## src/rtl/bram_port_arbiter.sv

```systemverilog
// rtl/bram_port_arbiter.sv - round-robin read/write port arbiter for a simple dual-port BRAM
// Optional write-first collision bypass: BRAM_ARB_BYPASS_EN
module bram_port_arbiter #(
   parameter int NUM_RD     = 4,
   parameter int NUM_WR     = 2,
   parameter int DATA_WIDTH = 32,
   parameter int ADDR_WIDTH = 4,
   parameter int ID_W       = (NUM_RD > 1) ? $clog2(NUM_RD) : 1
) (
   input  logic                           clk,
   input  logic                           rst_n,
   input  logic [NUM_RD-1:0]              rd_req_valid,
   input  logic [NUM_RD*ADDR_WIDTH-1:0]   rd_req_addr,
   output logic [NUM_RD-1:0]              rd_req_ready,
   input  logic [NUM_WR-1:0]              wr_req_valid,
   input  logic [NUM_WR*ADDR_WIDTH-1:0]   wr_req_addr,
   input  logic [NUM_WR*DATA_WIDTH-1:0]   wr_req_data,
   output logic [NUM_WR-1:0]              wr_req_ready,
   output logic                           rsp_valid,
   output logic [ID_W-1:0]                rsp_id,
   output logic [DATA_WIDTH-1:0]          rsp_data,
   output logic                           bram_we,
   output logic [ADDR_WIDTH-1:0]          bram_waddr,
   output logic [DATA_WIDTH-1:0]          bram_wdata,
   output logic [ADDR_WIDTH-1:0]          bram_raddr,
   input  logic [DATA_WIDTH-1:0]          bram_rdata
);
   localparam int WP_W = (NUM_WR > 1) ? $clog2(NUM_WR) : 1;

   logic [ID_W-1:0]       last_rd, rd_id1;
   logic [WP_W-1:0]       last_wr;
   logic [NUM_RD-1:0]     rd_rot;
   logic [NUM_WR-1:0]     wr_rot;
   int                    rd_pos, wr_pos;
   logic                  rd_any, wr_any, rd_v1;
   logic [ADDR_WIDTH-1:0] rd_addr_sel, wr_addr_sel;
   logic [DATA_WIDTH-1:0] wr_data_sel;

   // Rotate requests so bit 0 is the requester just after the last grant.
   always_comb begin
      rd_rot = NUM_RD'({rd_req_valid, rd_req_valid} >> (int'(last_rd) + 1));
      rd_any = 1'b0;
      rd_pos = 0;
      for (int i = 0; i < NUM_RD; i++) begin
         if (!rd_any && rd_rot[i]) begin
            rd_any = 1'b1;
            rd_pos = int'(last_rd) + 1 + i;
         end
      end
      if (rd_pos >= NUM_RD) rd_pos = rd_pos - NUM_RD;
      rd_req_ready = '0;
      rd_addr_sel  = '0;
      for (int i = 0; i < NUM_RD; i++) begin
         if (rd_any && rd_pos == i) begin
            rd_req_ready[i] = 1'b1;
            rd_addr_sel     = rd_req_addr[i*ADDR_WIDTH +: ADDR_WIDTH];
         end
      end
   end

   always_comb begin
      wr_rot = NUM_WR'({wr_req_valid, wr_req_valid} >> (int'(last_wr) + 1));
      wr_any = 1'b0;
      wr_pos = 0;
      for (int i = 0; i < NUM_WR; i++) begin
         if (!wr_any && wr_rot[i]) begin
            wr_any = 1'b1;
            wr_pos = int'(last_wr) + 1 + i;
         end
      end
      if (wr_pos >= NUM_WR) wr_pos = wr_pos - NUM_WR;
      wr_req_ready = '0;
      wr_addr_sel  = '0;
      wr_data_sel  = '0;
      for (int i = 0; i < NUM_WR; i++) begin
         if (wr_any && wr_pos == i) begin
            wr_req_ready[i] = 1'b1;
            wr_addr_sel     = wr_req_addr[i*ADDR_WIDTH +: ADDR_WIDTH];
            wr_data_sel     = wr_req_data[i*DATA_WIDTH +: DATA_WIDTH];
         end
      end
   end

   always_ff @(posedge clk or negedge rst_n) begin
      if (!rst_n) begin
         last_rd    <= ID_W'(NUM_RD - 1);
         last_wr    <= WP_W'(NUM_WR - 1);
         bram_we    <= 1'b0;
         bram_waddr <= '0;
         bram_wdata <= '0;
         bram_raddr <= '0;
         rd_v1      <= 1'b0;
         rd_id1     <= '0;
         rsp_valid  <= 1'b0;
         rsp_id     <= '0;
      end else begin
         bram_we <= wr_any;
         if (wr_any) begin
            last_wr    <= WP_W'(wr_pos);
            bram_waddr <= wr_addr_sel;
            bram_wdata <= wr_data_sel;
         end
         rd_v1 <= rd_any;
         if (rd_any) begin
            last_rd    <= ID_W'(rd_pos);
            rd_id1     <= ID_W'(rd_pos);
            bram_raddr <= rd_addr_sel;
         end
         rsp_valid <= rd_v1;
         rsp_id    <= rd_id1;
      end
   end

`ifdef BRAM_ARB_BYPASS_EN
   logic                  coll_q;
   logic [DATA_WIDTH-1:0] byp_data;

   // Read and write hit the BRAM on the same edge: return the write data instead.
   always_ff @(posedge clk or negedge rst_n) begin
      if (!rst_n) begin
         coll_q   <= 1'b0;
         byp_data <= '0;
      end else begin
         coll_q   <= rd_v1 && bram_we && (bram_waddr == bram_raddr);
         byp_data <= bram_wdata;
      end
   end

   assign rsp_data = coll_q ? byp_data : bram_rdata;
`else
   assign rsp_data = bram_rdata;
`endif

endmodule
```

## config.mk

```make
export PLATFORM = sky130hd
export DESIGN_NAME = bram_port_arbiter
export DESIGN_NICKNAME = d
export VERILOG_FILES = /design/src/rtl/bram_port_arbiter.sv
export SDC_FILE = /design/constraint.sdc
export NUM_CORES = 1
export LEC_CHECK = 0
export ABC_AREA = 1
export BUFFER_PORTS_ARGS = -buffer_cell sky130_fd_sc_hd__buf_2
export CORE_UTILIZATION = 44
export CTS_CLUSTER_SIZE = 24
export DETAILED_ROUTE_END_ITERATION = 8
export GPL_TIMING_DRIVEN = 1
export PLACE_DENSITY = 0.87
export SLEW_MARGIN = 15
export SYNTH_ARGS = -nofsm -noshare
export SYNTH_HDL_FRONTEND = slang
export SYNTH_SLANG_ARGS = --single-unit
```

## constraint.sdc

```tcl
create_clock -name clk -period 4.1 [get_ports clk]
set_clock_uncertainty 0.2 [all_clocks]
set_input_delay 0.41 -clock clk [delete_from_list [all_inputs] [get_ports clk]]
set_output_delay 0.41 -clock clk [all_outputs]
set_load 0.01 [all_outputs]
```

==> summary.log, run 1 <==
INFO  synth          syn-cell-area=2780squm
INFO  cts            postCtsSetupBuffers=0
INFO  grt            gr-total-overflow=0
INFO  cells_and_area fill_cells=551
INFO  floorplanning  placement_rows=28
INFO  timing         slew-limit-headroom=57.6%
INFO  critical_path  cp-end-kind=output pin
INFO  cells_and_area synthToLayoutAreaGrowth=25.3%
INFO  power_and_ir_drop p_sw_share=43.1%
INFO  hold_path      hp-class=in2reg
INFO  grt            grt_pass1_vias=2313
INFO  critical_path  regToRegStartpoint=last_rd[0]$_DFFE_PN1P_
INFO  cts            cts_tree=done
INFO  placed_design  hpwlAfterDp=5.25mm
INFO  timing         finalSetupViolCount=0
INFO  power_and_ir_drop max-vdd-ir-drop=0.624mV
INFO  placed_design  dpl-instance-area=3340squm
INFO  power_and_ir_drop leakagePower=1.93nW
INFO  critical_path  timing.critical_path.required=3.49ns
INFO  cts            cts_max_path_buffers=2
INFO  synth          syn_inst=357
INFO  synth          synthesis.nets=487
INFO  critical_path  worstPathBufferInverterCount=2
INFO  floorplanning  floorplan.die.width=81.5um
INFO  power_and_ir_drop netSwitchingPower=0.963mW
INFO  route          wl_met3=638um
INFO  cts            cts_made_buffers=5
INFO  grt            track_usage=19.6%
INFO  cts            h-tree-depth=2
INFO  cells_and_area drive_gt1_share=40.4%
INFO  cts            worst_skew_pair.late_latency=0.29ns
INFO  cts            cts_hold_buf=0
INFO  floorplanning  start_util=46.2%
INFO  route          via_count=2705
INFO  cts            cts_num_sinks=50
INFO  route          top_layer_used=met4
INFO  synth          yosysWarningCount=0
INFO  timing         max_freq=330MHz
INFO  synth          synth.avg_cell_area=7.79squm
INFO  synth          yosys.cell_count.top_type=sky130_fd_sc_hd__nand2_1
INFO  floorplanning  vertical_die_dimension=81.5um
INFO  floorplanning  io_pins=210
INFO  grt            grt_max_degree=51
INFO  timing         finalHoldWorstSlack=0.111ns
INFO  cells_and_area multi_input_comb_area=1180squm
INFO  route          post_drt_wl_per_cell=12.6um
INFO  critical_path  reg2regPathDepth=12
INFO  timing         worstMarginPinSlew=0.635ns
INFO  placed_design  placedCellCount=536
INFO  floorplanning  core=6030squm
INFO  synth          post_synth_main_area_contributors=sky130_fd_sc_hd__dfrtp_1, sky130_fd_sc_hd__nand2_1, sky130_fd_sc_hd__nand3_1
INFO  power_and_ir_drop p_int=1.27mW
INFO  timing         final_setup_tns=0ns
INFO  route          routed_metal_1_wirelength=2.74mm
INFO  timing         grt_setup_unrepaired=no
INFO  synth          synth-edff-count=0
INFO  cells_and_area finalInstanceArea=3490squm
INFO  power_and_ir_drop power.density_cell_area=642nW/um^2
INFO  run            cap_violations=0
INFO  cts            cts.root.buffer_cell=sky130_fd_sc_hd__clkbuf_8
INFO  synth          synth_common_cells=sky130_fd_sc_hd__nand2_1, sky130_fd_sc_hd__nand3_1, sky130_fd_sc_hd__dfrtp_1
INFO  grt            number_of_antenna_violations_at_the_first_check_in_global_routing=0
INFO  critical_path  rrSetupSlack=1.71ns
INFO  cells_and_area seq_area=1250squm
INFO  critical_path  critPathLaunch=last_rd[0]$_DFFE_PN1P_
INFO  cts            path_clk_slew=0.09ns
INFO  cells_and_area ant_cells=0
INFO  critical_path  critical_path_class=reg2out
INFO  power_and_ir_drop pwr-share-comb=51.2%
INFO  critical_path  cp_cell_sequence=inv_6, ha_1, xnor2_1, nand3_1, nand2_1, nor2_1, nand2_2, nor2_4, and2_1, buf_2
INFO  critical_path  endpoint=rd_req_ready[0]
INFO  critical_path  critical_path_depth=10
INFO  critical_path  cpMaxStageDelayCell=sky130_fd_sc_hd__dfstp_2
INFO  synth          yosysSeqAreaShare=45.1%
INFO  route          wirelength=6.87mm
INFO  critical_path  worstPathArrival=2.42ns
INFO  synth          synthDominantCellAreaShare=42.3%
INFO  route          drc=0
INFO  synth          synthFlopType=sky130_fd_sc_hd__dfrtp_1
INFO  cells_and_area post_layout_nonfiller_instances=545
INFO  power_and_ir_drop power=2.24mW
INFO  synth          synth_cell_type_count=27
INFO  route          vias_per_cell=4.96
INFO  grt            grt_pass1_wl=10.0mm
INFO  status         status=completed
INFO  route          antenna_left=0
INFO  power_and_ir_drop power.share.clock=18.0%
INFO  placed_design  port-buffer-count=145
INFO  synth          ys_seq_elements=50
INFO  critical_path  startpoint_type=flip-flop
INFO  placed_design  place.gp.congestion=0.891
INFO  route          drtIter0Drc=64
INFO  timing         timing.final.max_slew_violations=0
INFO  synth          synth-async-reset-ratio=100%
INFO  timing         min_period_over_period=73.9%
INFO  cells_and_area fin_nets=599
INFO  critical_path  worst_path_largest_cell_delay=0.69ns
INFO  power_and_ir_drop share_seq_of_total_power=30.8%
INFO  synth          netlist.top_cell.by_area=sky130_fd_sc_hd__dfrtp_1
INFO  route          met2_wirelength=3.39mm
INFO  critical_path  worstReg2RegEnd=bram_raddr[3]$_DFFE_PN0P_
INFO  timing         final.min_clock_period=3.03ns
INFO  timing         final-hold-violation-count=0
INFO  floorplanning  die_area=6640squm
INFO  critical_path  worst_path_dominant_cell_family=simple AND/OR/NAND/NOR gates
INFO  cts            post_cts.resized_instances=0
INFO  route          dr_pass1_iterations=4
INFO  critical_path  worstPathMaxFanout=10
[per-layer routing]
metal  GRT usage (%)  up-vias
met1            22.9     1233
met2            34.4      139
met3            5.67       15
met4            6.25        0
li1                -     1318
met5               0        -
[worst min-delay path, delay by kind of cell]
| kind | cells | cell delay, ns |
|---|---|---|
| buf+inv | 1 | 0.07 |
| simple gates | 2 | 0.09 |
[cells by family after synthesis]
kind of cell	count (synthesis)	synth area share (%)
xor gates and xnor gates	1	0.315
buffers and inverters	58	12.6
AOI/OAI and AO/OA	3	0.945
adders and majority gates	2	0.900
and+or+nand+nor	243	40.1
DFF	50	45.1
[registers in the layout (all words and copies together), names as in the netlist]
register / count
bram_wdata: 32
bram_raddr: 4
bram_waddr: 4
last_rd: 2
rd_id1: 2
rsp_id: 2
bram_we: 1
last_wr: 1
rd_v1: 1
rsp_valid: 1
[metrics by stage]
step | utilization [%] | worst slack, ns
6_report | 57.8 | 1.07
2_1_floorplan | - | 1.64
3_3_place_gp | 55.4 | 1.47
5_1_grt | 57.8 | 0.934
3_5_place_dp | 55.4 | 1.40
4_1_cts | 57.6 | 1.06
[power by group through the flow]
stage | clock network (mW) | logic (mW) | registers (mW)
2_1_floorplan | 0 | 0.837 | 0.710
3_3_place_gp | 0 | 1.12 | 0.693
3_5_place_dp | 0 | 1.15 | 0.697
4_1_cts | 0.417 | 1.15 | 0.688
5_1_grt | 0.438 | 1.28 | 0.701
6_report | 0.404 | 1.15 | 0.689
[worst min path at each step]
stage	cells after the start	startpoint	endpoint	slack, ns
3_5_place_dp	0	rd_v1$_DFF_PN0_	rsp_valid$_DFF_PN0_	0.14
6_report	3	wr_req_data[7]	bram_wdata[7]$_DFFE_PN0P_	0.11
5_1_grt	3	wr_req_data[7]	bram_wdata[7]$_DFFE_PN0P_	0.10
2_1_floorplan	0	rst_n	bram_raddr[0]$_DFFE_PN0P_	-0.09
3_3_place_gp	0	rd_v1$_DFF_PN0_	rsp_valid$_DFF_PN0_	0.13
4_1_cts	3	wr_req_data[28]	bram_wdata[28]$_DFFE_PN0P_	0.10
[cell usage in the layout (no fill, tap or decap), types with 2 or more instances in the layout]
cell type                   instances
sky130_fd_sc_hd__nor2_1            11
sky130_fd_sc_hd__nor2_4             2
sky130_fd_sc_hd__dfrtp_1           47
sky130_fd_sc_hd__bufinv_16          2
sky130_fd_sc_hd__buf_4              4
sky130_fd_sc_hd__ha_1               2
sky130_fd_sc_hd__inv_2              4
sky130_fd_sc_hd__nand3_1           56
sky130_fd_sc_hd__nor2_2             3
sky130_fd_sc_hd__nand3_2            7
sky130_fd_sc_hd__o21ai_0            2
sky130_fd_sc_hd__inv_1              8
sky130_fd_sc_hd__nand2_4            3
sky130_fd_sc_hd__nand2_2            9
sky130_fd_sc_hd__clkbuf_8           5
sky130_fd_sc_hd__dfstp_2            3
sky130_fd_sc_hd__nand2_1          147
sky130_fd_sc_hd__buf_2            144
[layout make-up]
cell class / instances / area share (%)
clock buffer: 5 / 1.97
clock inverter: 3 / 1.97
inverter: 14 / 1.65
multi-input combinational: 249 / 33.9
sequential: 50 / 36.0
tap: 75 / 2.69
timing repair buffer: 149 / 21.8
(Power assumes the default switching activity.)
==> run 2: changes to the inputs <==
Settings changed: ABC_AREA 1 to 0, CORE_UTILIZATION 44 to 37, PLACE_DENSITY 0.87 to 0.77.
Clock period 4.1 ns to 2.58 ns, I/O delays scaled along.
==> run 2 against run 1 <==
Effect of this change: the flow now finishes with violations (setup timing); critical path depth is 2 lower; largest power group unchanged; sequential share of layout area is 2.4 points lower; synthesized cell count is 18% lower; wire length is 6.3% higher; via count is 5.8% lower.
==> summary.log, run 2 <==
INFO  status         status=finished with violations
INFO  status         violations=setup timing
INFO  timing         min_period_over_period=102%
INFO  floorplanning  die_area=8040squm
INFO  placed_design  place.gp.congestion=0.862
INFO  floorplanning  floorplan.die.width=89.7um
INFO  route          vias_per_cell=4.91
INFO  cells_and_area final_core_util=51.0%
INFO  route          wirelength=7.30mm
INFO  synth          synth-edff-count=0
INFO  synth          synth_cell_type_count=41
INFO  floorplanning  start_util=38.8%
INFO  synth          synth-async-reset-ratio=100%
INFO  grt            track_usage=17.8%
INFO  synth          synthFlopType=sky130_fd_sc_hd__dfrtp_1
INFO  cts            cts_made_buffers=5
INFO  route          drc=0
INFO  critical_path  critPathLaunch=last_rd[0]$_DFFE_PN1P_
INFO  floorplanning  placement_rows=31
INFO  timing         timing.final.max_slew_violations=0
INFO  cells_and_area drive_gt1_share=47.9%
INFO  timing         final-hold-violation-count=0
INFO  critical_path  regToRegStartpoint=last_rd[0]$_DFFE_PN1P_
INFO  synth          muxShareOfSynthArea=14.8%
INFO  cts            cts.root.buffer_cell=sky130_fd_sc_hd__clkbuf_8
INFO  timing         finalSetupViolCount=5
INFO  cells_and_area reg.largest.list=bram_wdata x32, bram_raddr x4, bram_waddr x4
INFO  critical_path  timing.critical_path.required=2.12ns
INFO  synth          post_synth_main_area_contributors=sky130_fd_sc_hd__dfrtp_1, sky130_fd_sc_hd__mux2i_1, sky130_fd_sc_hd__buf_4
INFO  route          dr_pass1_iterations=6
INFO  cells_and_area regMostFlops=bram_wdata
INFO  route          post_drt_wl_per_cell=14.1um
INFO  grt            grt_pass1_vias=2379
INFO  grt            grt_max_degree=40
INFO  route          drtIter0Drc=63
INFO  cells_and_area largest_register_ffs=32
INFO  cts            cts_max_path_buffers=2
INFO  timing         slew-limit-headroom=34.5%
INFO  power_and_ir_drop power.density_cell_area=847nW/um^2
INFO  critical_path  worstPathBufferInverterCount=3
INFO  synth          synth.avg_cell_area=9.67squm
INFO  route          antenna_left=0
INFO  cts            path_clk_slew=0.09ns
INFO  cells_and_area most_common_cell_after_layout_fill_and_taps_aside=sky130_fd_sc_hd__buf_2
INFO  hold_path      hold_path.startpoint=rd_req_addr[15]
INFO  placed_design  dpl-instance-area=3450squm
INFO  synth          yosysSeqAreaShare=44.1%
INFO  synth          synth-xor-area-share=0%
INFO  timing         final_setup_tns=-0.144ns
INFO  synth          ys_seq_elements=50
INFO  critical_path  cp_cell_sequence=inv_2, ha_4, a311o_1, a31oi_1, a32o_2, buf_6, nor3b_2, buf_2
INFO  synth          synth-simple-area-share=11.0%
INFO  grt            number_of_antenna_violations_at_the_first_check_in_global_routing=0
INFO  cells_and_area finalInstanceArea=3740squm
INFO  grt            grt_pass1_wl=10.8mm
INFO  run            cap_violations=0
INFO  power_and_ir_drop max-vdd-ir-drop=0.720mV
INFO  cells_and_area ant_cells=0
INFO  critical_path  worstPathArrival=2.17ns
INFO  synth          yosysWarningCount=0
INFO  critical_path  worstPathMaxFanout=7
INFO  synth          syn_inst=294
INFO  placed_design  port-buffer-count=145
INFO  critical_path  worst_path_dominant_cell_family=compound AO/OA/AOI/OAI gates
INFO  floorplanning  core=7330squm
INFO  synth          synthDominantCellAreaShare=41.4%
INFO  synth          synth_top_family_by_area=compound AO/OA/AOI/OAI gates
INFO  cells_and_area most_frequent_cells_in_the_layout=sky130_fd_sc_hd__buf_2, sky130_fd_sc_hd__dfrtp_1, sky130_fd_sc_hd__nand2_1
INFO  timing         postLayoutSetupSlackWorst=-0.0454ns
INFO  floorplanning  io_pins=210
INFO  floorplanning  vertical_die_dimension=89.7um
INFO  power_and_ir_drop leakagePower=1.85nW
INFO  hold_path      hp-class=in2reg
INFO  timing         final.min_clock_period=2.63ns
INFO  cells_and_area fin_nets=549
INFO  synth          synthesis.nets=424
INFO  placed_design  hpwlAfterDp=5.46mm
INFO  synth          syn-cell-area=2840squm
INFO  cells_and_area synthToLayoutAreaGrowth=31.6%
INFO  cts            cts_tree=done
INFO  cts            h-tree-depth=2
INFO  synth          netlist.top_cell.by_area=sky130_fd_sc_hd__dfrtp_1
INFO  timing         worstMarginPinSlew=0.980ns
INFO  grt            gr-total-overflow=0
INFO  critical_path  cp-end-kind=output pin
INFO  timing         grt_setup_unrepaired=yes
INFO  critical_path  critical_path_class=reg2out
INFO  cts            cts_num_sinks=50
INFO  cts            worst_skew_pair.late_latency=0.30ns
INFO  critical_path  startpoint_type=flip-flop
INFO  critical_path  worst_path_largest_cell_delay=0.57ns
INFO  route          via_count=2547
INFO  synth          adder_cell_fraction_of_synth_area=0.880%
INFO  synth          synth_common_cells=sky130_fd_sc_hd__nand2_1, sky130_fd_sc_hd__dfrtp_1, sky130_fd_sc_hd__o21ai_0
INFO  synth          post_synthesis_compound_gate_area_fraction=15.3%
INFO  timing         max_freq=381MHz
INFO  critical_path  cpMaxStageDelayCell=sky130_fd_sc_hd__dfstp_2
INFO  synth          yosys.cell_count.top_type=sky130_fd_sc_hd__nand2_1
run 2: cell types whose count changed after synthesis, sizes merged, moves of 3 or more:
cell    previous run  this run
nand3             63         0
nand2            159        48
mux2               0         4
inv               13         8
buf               34        43
nor2              16         9
nor3b              0         3
a21oi              1         7
nand2b             0         3
o21ai              2        41
mux2i              0        36
o22ai              0         5
o221ai             0         4
run 2: stage by stage:
| step | hold slack, ns | std cells | setup WS (ns) | power, mW |
|---|---|---|---|---|
| CTS | 0.0227 | 519 | -0.0491 | 3.17 |
| detailed placement | 0.141 | 498 | 0.0383 | 2.28 |
| global route | 0.0291 | 519 | -0.164 | 3.39 |
| finish | 0.0344 | 519 | -0.0454 | 3.17 |
| floorplan | -0.238 | 294 | 0.0153 | 1.92 |
| global placement | 0.140 | 498 | 0.0883 | 2.24 |
run 2: worst min-delay path: cells and delay by family:
family | cells | cell delay (ns)
AOI/OAI and AO/OA | 2 | 0.16
buffers and inverters | 1 | 0.08
run 2: final timing paths:
path / end / slack (ns) / cells past startpoint
setup / recovery: rd_req_ready[0] / -0.05 / 8
min in group asynchronous: bram_wdata[27]$_DFFE_PN0P_ / 0.41 / 2
hold reg to reg: rsp_valid$_DFF_PN0_ / 0.16 / 0
max in group asynchronous: bram_wdata[8]$_DFFE_PN0P_ / 1.11 / 3
setup reg to reg: bram_raddr[2]$_DFFE_PN0P_ / -0.03 / 10
hold / removal: bram_raddr[3]$_DFFE_PN0P_ / 0.03 / 3
run 2: power by group:
part | switching, mW | internal [mW] | total [mW]
registers | 0.0858 | 0.949 | 1.04
clock network | 0.274 | 0.294 | 0.568
logic | 0.751 | 0.814 | 1.57
run 2: per-layer routing:
metal	vias to the layer above	share of wire, %	track usage (%)
met4	0	1.3	6.06
met5	-	0	0
li1	1227	-	-
met1	1191	39	19.2
met3	12	7.7	4.66
met2	117	52	33.3
run 2: cell type report:
type                    count  area [sq um]
fillers                   689          3590
multi-input cells         184          1260
flip-flops and latches     50          1250
repair buffers            170           948
well taps                  99           124
clock buffers               5          68.8
clock inverters             3          47.5
inverters                   8          32.5
run 2: cell families (layout without fill, tap and decap cells):
kind of cell,after synthesis,count (layout)
muxes,40,40
buffers and inverters,60,186
DFF,50,50
and+or+nand+nor,70,70
adders and majority gates,2,2
AOI/OAI and AO/OA,72,72
run 2: repair_timing:
| item | 4_1_cts | 5_1_grt |
|---|---|---|
| hold buffers | 2 | 0 |
| gates resized for setup | 17 | 4 |
| setup endpoints to repair | 4 | 8 |
| pin swaps | 6 | 4 |
| cloned | 1 | 0 |
| setup buffers | 10 | 0 |
| endpoints found under the hold margin | 35 | 0 |
==> run 3: changes to the inputs <==
Settings changed: HOLD_SLACK_MARGIN from default to 0.12.
==> run 3 against run 2 <==
Effect of this change: sequential share of layout area is 5.9 points lower; non-clock buffer count rose by 80; fmax shrank 0.59%; first-iteration DRC count increased by 11%; core utilization increased by 11 points; sequential power hardly changed; the flow still finishes with violations (setup timing); clock-buffer cell count did not move.
==> summary.log, run 3 (synthesized netlist as in run 2, its figures left out) <==
INFO  status         status=finished with violations
INFO  status         violations=setup timing
INFO  cells_and_area fin_nets=629
INFO  grt            track_usage=21.8%
INFO  power_and_ir_drop power.density_cell_area=735nW/um^2
INFO  timing         final.min_clock_period=2.64ns
INFO  floorplanning  io_pins=210
INFO  timing         slew-limit-headroom=33.4%
INFO  placed_design  hpwlAfterDp=5.46mm
INFO  grt            gr-total-overflow=0
INFO  route          vias_per_cell=4.90
INFO  route          wirelength=9.03mm
INFO  floorplanning  floorplan.die.width=89.7um
INFO  power_and_ir_drop power=3.34mW
INFO  grt            grt_pass1_vias=2911
INFO  cells_and_area regMostFlops=bram_wdata
INFO  timing         finalSetupViolCount=5
INFO  timing         max_freq=379MHz
INFO  hold_path      hold_path_end=bram_raddr[1]$_DFFE_PN0P_
INFO  placed_design  placedCellCount=498
INFO  power_and_ir_drop leakagePower=2.19nW
INFO  critical_path  worstPathArrival=2.18ns
INFO  timing         final_setup_tns=-0.175ns
INFO  cts            cts.root.buffer_cell=sky130_fd_sc_hd__clkbuf_8
INFO  cts            h-tree-depth=2
INFO  grt            met1_usage=22.9%
INFO  route          dr_pass1_iterations=4
INFO  route          post_drt_wl_per_cell=15.1um
INFO  route          antenna_left=0
INFO  critical_path  worstPathMaxFanout=7
INFO  critical_path  cp-end-kind=output pin
INFO  cells_and_area ant_cells=0
INFO  critical_path  critical_path_class=reg2out
INFO  cts            worst_skew_pair.late_latency=0.31ns
INFO  placed_design  place.gp.congestion=0.862
INFO  cells_and_area largest_register_ffs=32
INFO  critical_path  rrSetupSlack=-0.03ns
INFO  cells_and_area seq_area=1250squm
INFO  cells_and_area finalInstanceArea=4540squm
INFO  cells_and_area multi_input_comb_area=1260squm
INFO  cts            cts_num_sinks=50
INFO  hold_path      worstHoldPathCells=3
INFO  route          drtIter0Drc=70
INFO  grt            grt.busiest_layer=met2
INFO  cts            cts_tree=done
INFO  grt            number_of_antenna_violations_at_the_first_check_in_global_routing=0
INFO  hold_path      hold_path.startpoint=rd_req_addr[5]
INFO  timing         final-hold-violation-count=0
INFO  cells_and_area fill_cells=577
INFO  cts            path_clk_slew=0.09ns
INFO  route          drc=0
INFO  placed_design  post-place-ws=0.0383ns
INFO  power_and_ir_drop max-vdd-ir-drop=0.724mV
INFO  cells_and_area most_frequent_cells_in_the_layout=sky130_fd_sc_hd__buf_2, sky130_fd_sc_hd__dlygate4sd3_1, sky130_fd_sc_hd__dfrtp_1
INFO  grt            grt_pass1_wl=13.2mm
INFO  floorplanning  start_util=38.8%
INFO  floorplanning  placement_rows=31
INFO  grt            use_met3=4.94%
INFO  hold_path      hp-class=in2reg
INFO  critical_path  startpoint_type=flip-flop
INFO  timing         postLayoutSetupSlackWorst=-0.0610ns
INFO  floorplanning  vertical_die_dimension=89.7um
INFO  critical_path  worstReg2RegEnd=bram_raddr[2]$_DFFE_PN0P_
INFO  timing         timing.final.max_slew_violations=0
INFO  critical_path  timing.critical_path.required=2.12ns
INFO  cells_and_area most_common_cell_after_layout_fill_and_taps_aside=sky130_fd_sc_hd__buf_2
INFO  timing         min_period_over_period=102%
INFO  run            cap_violations=0
INFO  cells_and_area synthToLayoutAreaGrowth=59.6%
INFO  grt            grt_use_met2=41.9%
INFO  cts            cts_made_buffers=5
INFO  timing         grt_setup_unrepaired=yes
INFO  timing         worstMarginPinSlew=0.997ns
INFO  cells_and_area post_layout_nonfiller_instances=599
INFO  cells_and_area drive_gt1_share=40.6%
INFO  floorplanning  core=7330squm
INFO  placed_design  dpl-instance-area=3450squm
INFO  placed_design  port-buffer-count=145
INFO  cts            cts_max_path_buffers=2
INFO  grt            grt_max_degree=40
INFO  route          via_count=2936
INFO  cells_and_area reg.largest.list=bram_wdata x32, bram_raddr x4, bram_waddr x4
INFO  critical_path  regToRegStartpoint=last_rd[0]$_DFFE_PN1P_
INFO  critical_path  reg2regPathDepth=10
INFO  floorplanning  die_area=8040squm
[run 3: changes by cell type in the layout (fill, tap and decap cells not counted), sizes merged]
| cell | previous run | this run |
|---|---|---|
| dlygate4sd3 | 2 | 80 |
| buf | 168 | 170 |
[run 3: worst max-delay path by stage]
stage / from / endpoint
after floorplan: last_rd[0]$_DFFE_PN1P_ / bram_raddr[0]$_DFFE_PN0P_
after global placement: last_rd[1]$_DFFE_PN1P_ / bram_raddr[1]$_DFFE_PN0P_
after detailed placement: last_rd[1]$_DFFE_PN1P_ / bram_raddr[2]$_DFFE_PN0P_
after CTS: last_rd[1]$_DFFE_PN1P_ / rd_req_ready[1]
after global routing: last_rd[0]$_DFFE_PN1P_ / rd_req_ready[0]
final: last_rd[0]$_DFFE_PN1P_ / rd_req_ready[0]
[run 3: per-layer routing]
| layer | part of all wire (%) | wire [um] |
|---|---|---|
| met1 | 38 | 3430 |
| met2 | 53 | 4810 |
| met3 | 6.5 | 589 |
| met4 | 2.1 | 194 |
| met5 | 0 | 0 |
[run 3: worst max-delay path, stage by stage, from the launching register on]
cell                      delay (ns)
sky130_fd_sc_hd__dfstp_2        0.57
sky130_fd_sc_hd__inv_2          0.06
sky130_fd_sc_hd__ha_4           0.22
sky130_fd_sc_hd__a311o_1        0.28
sky130_fd_sc_hd__a31oi_1        0.15
sky130_fd_sc_hd__a32o_2         0.15
sky130_fd_sc_hd__buf_6          0.13
sky130_fd_sc_hd__nor3b_2        0.16
sky130_fd_sc_hd__buf_2          0.16
[run 3: cell type report]
| type | instances | area share (%) |
|---|---|---|
| Timing Repair Buffer | 250 | 38.5 |
| Sequential cell | 50 | 27.7 |
| Inverter | 8 | 0.717 |
| Clock inverter | 3 | 1.05 |
| Clock buffer | 5 | 1.52 |
| Tap cell | 99 | 2.73 |
| Multi-Input combinational cell | 184 | 27.9 |
[run 3: power breakdown]
| group | total, mW | switching, mW | internal (mW) |
|---|---|---|---|
| clock | 0.575 | 0.281 | 0.294 |
| combinational | 1.72 | 0.796 | 0.925 |
| sequential | 1.04 | 0.0899 | 0.949 |
[run 3: per-stage QoR]
| step | utilization, % | hold WS (ns) |
|---|---|---|
| floorplan | - | -0.238 |
| global placement | 47.0 | 0.140 |
| detailed placement | 47.0 | 0.141 |
| CTS | 61.5 | 0.123 |
| global route | 61.9 | 0.139 |
| finish | 61.9 | 0.135 |
[run 3: what timing repair did]
item	in CTS	in global routing
hold buffers	80	0
endpoints found under the hold margin	76	0
pin swaps	6	4
buffers inserted	10	2
cloned	1	0
setup endpoints to repair	4	22
gates resized for setup	17	4
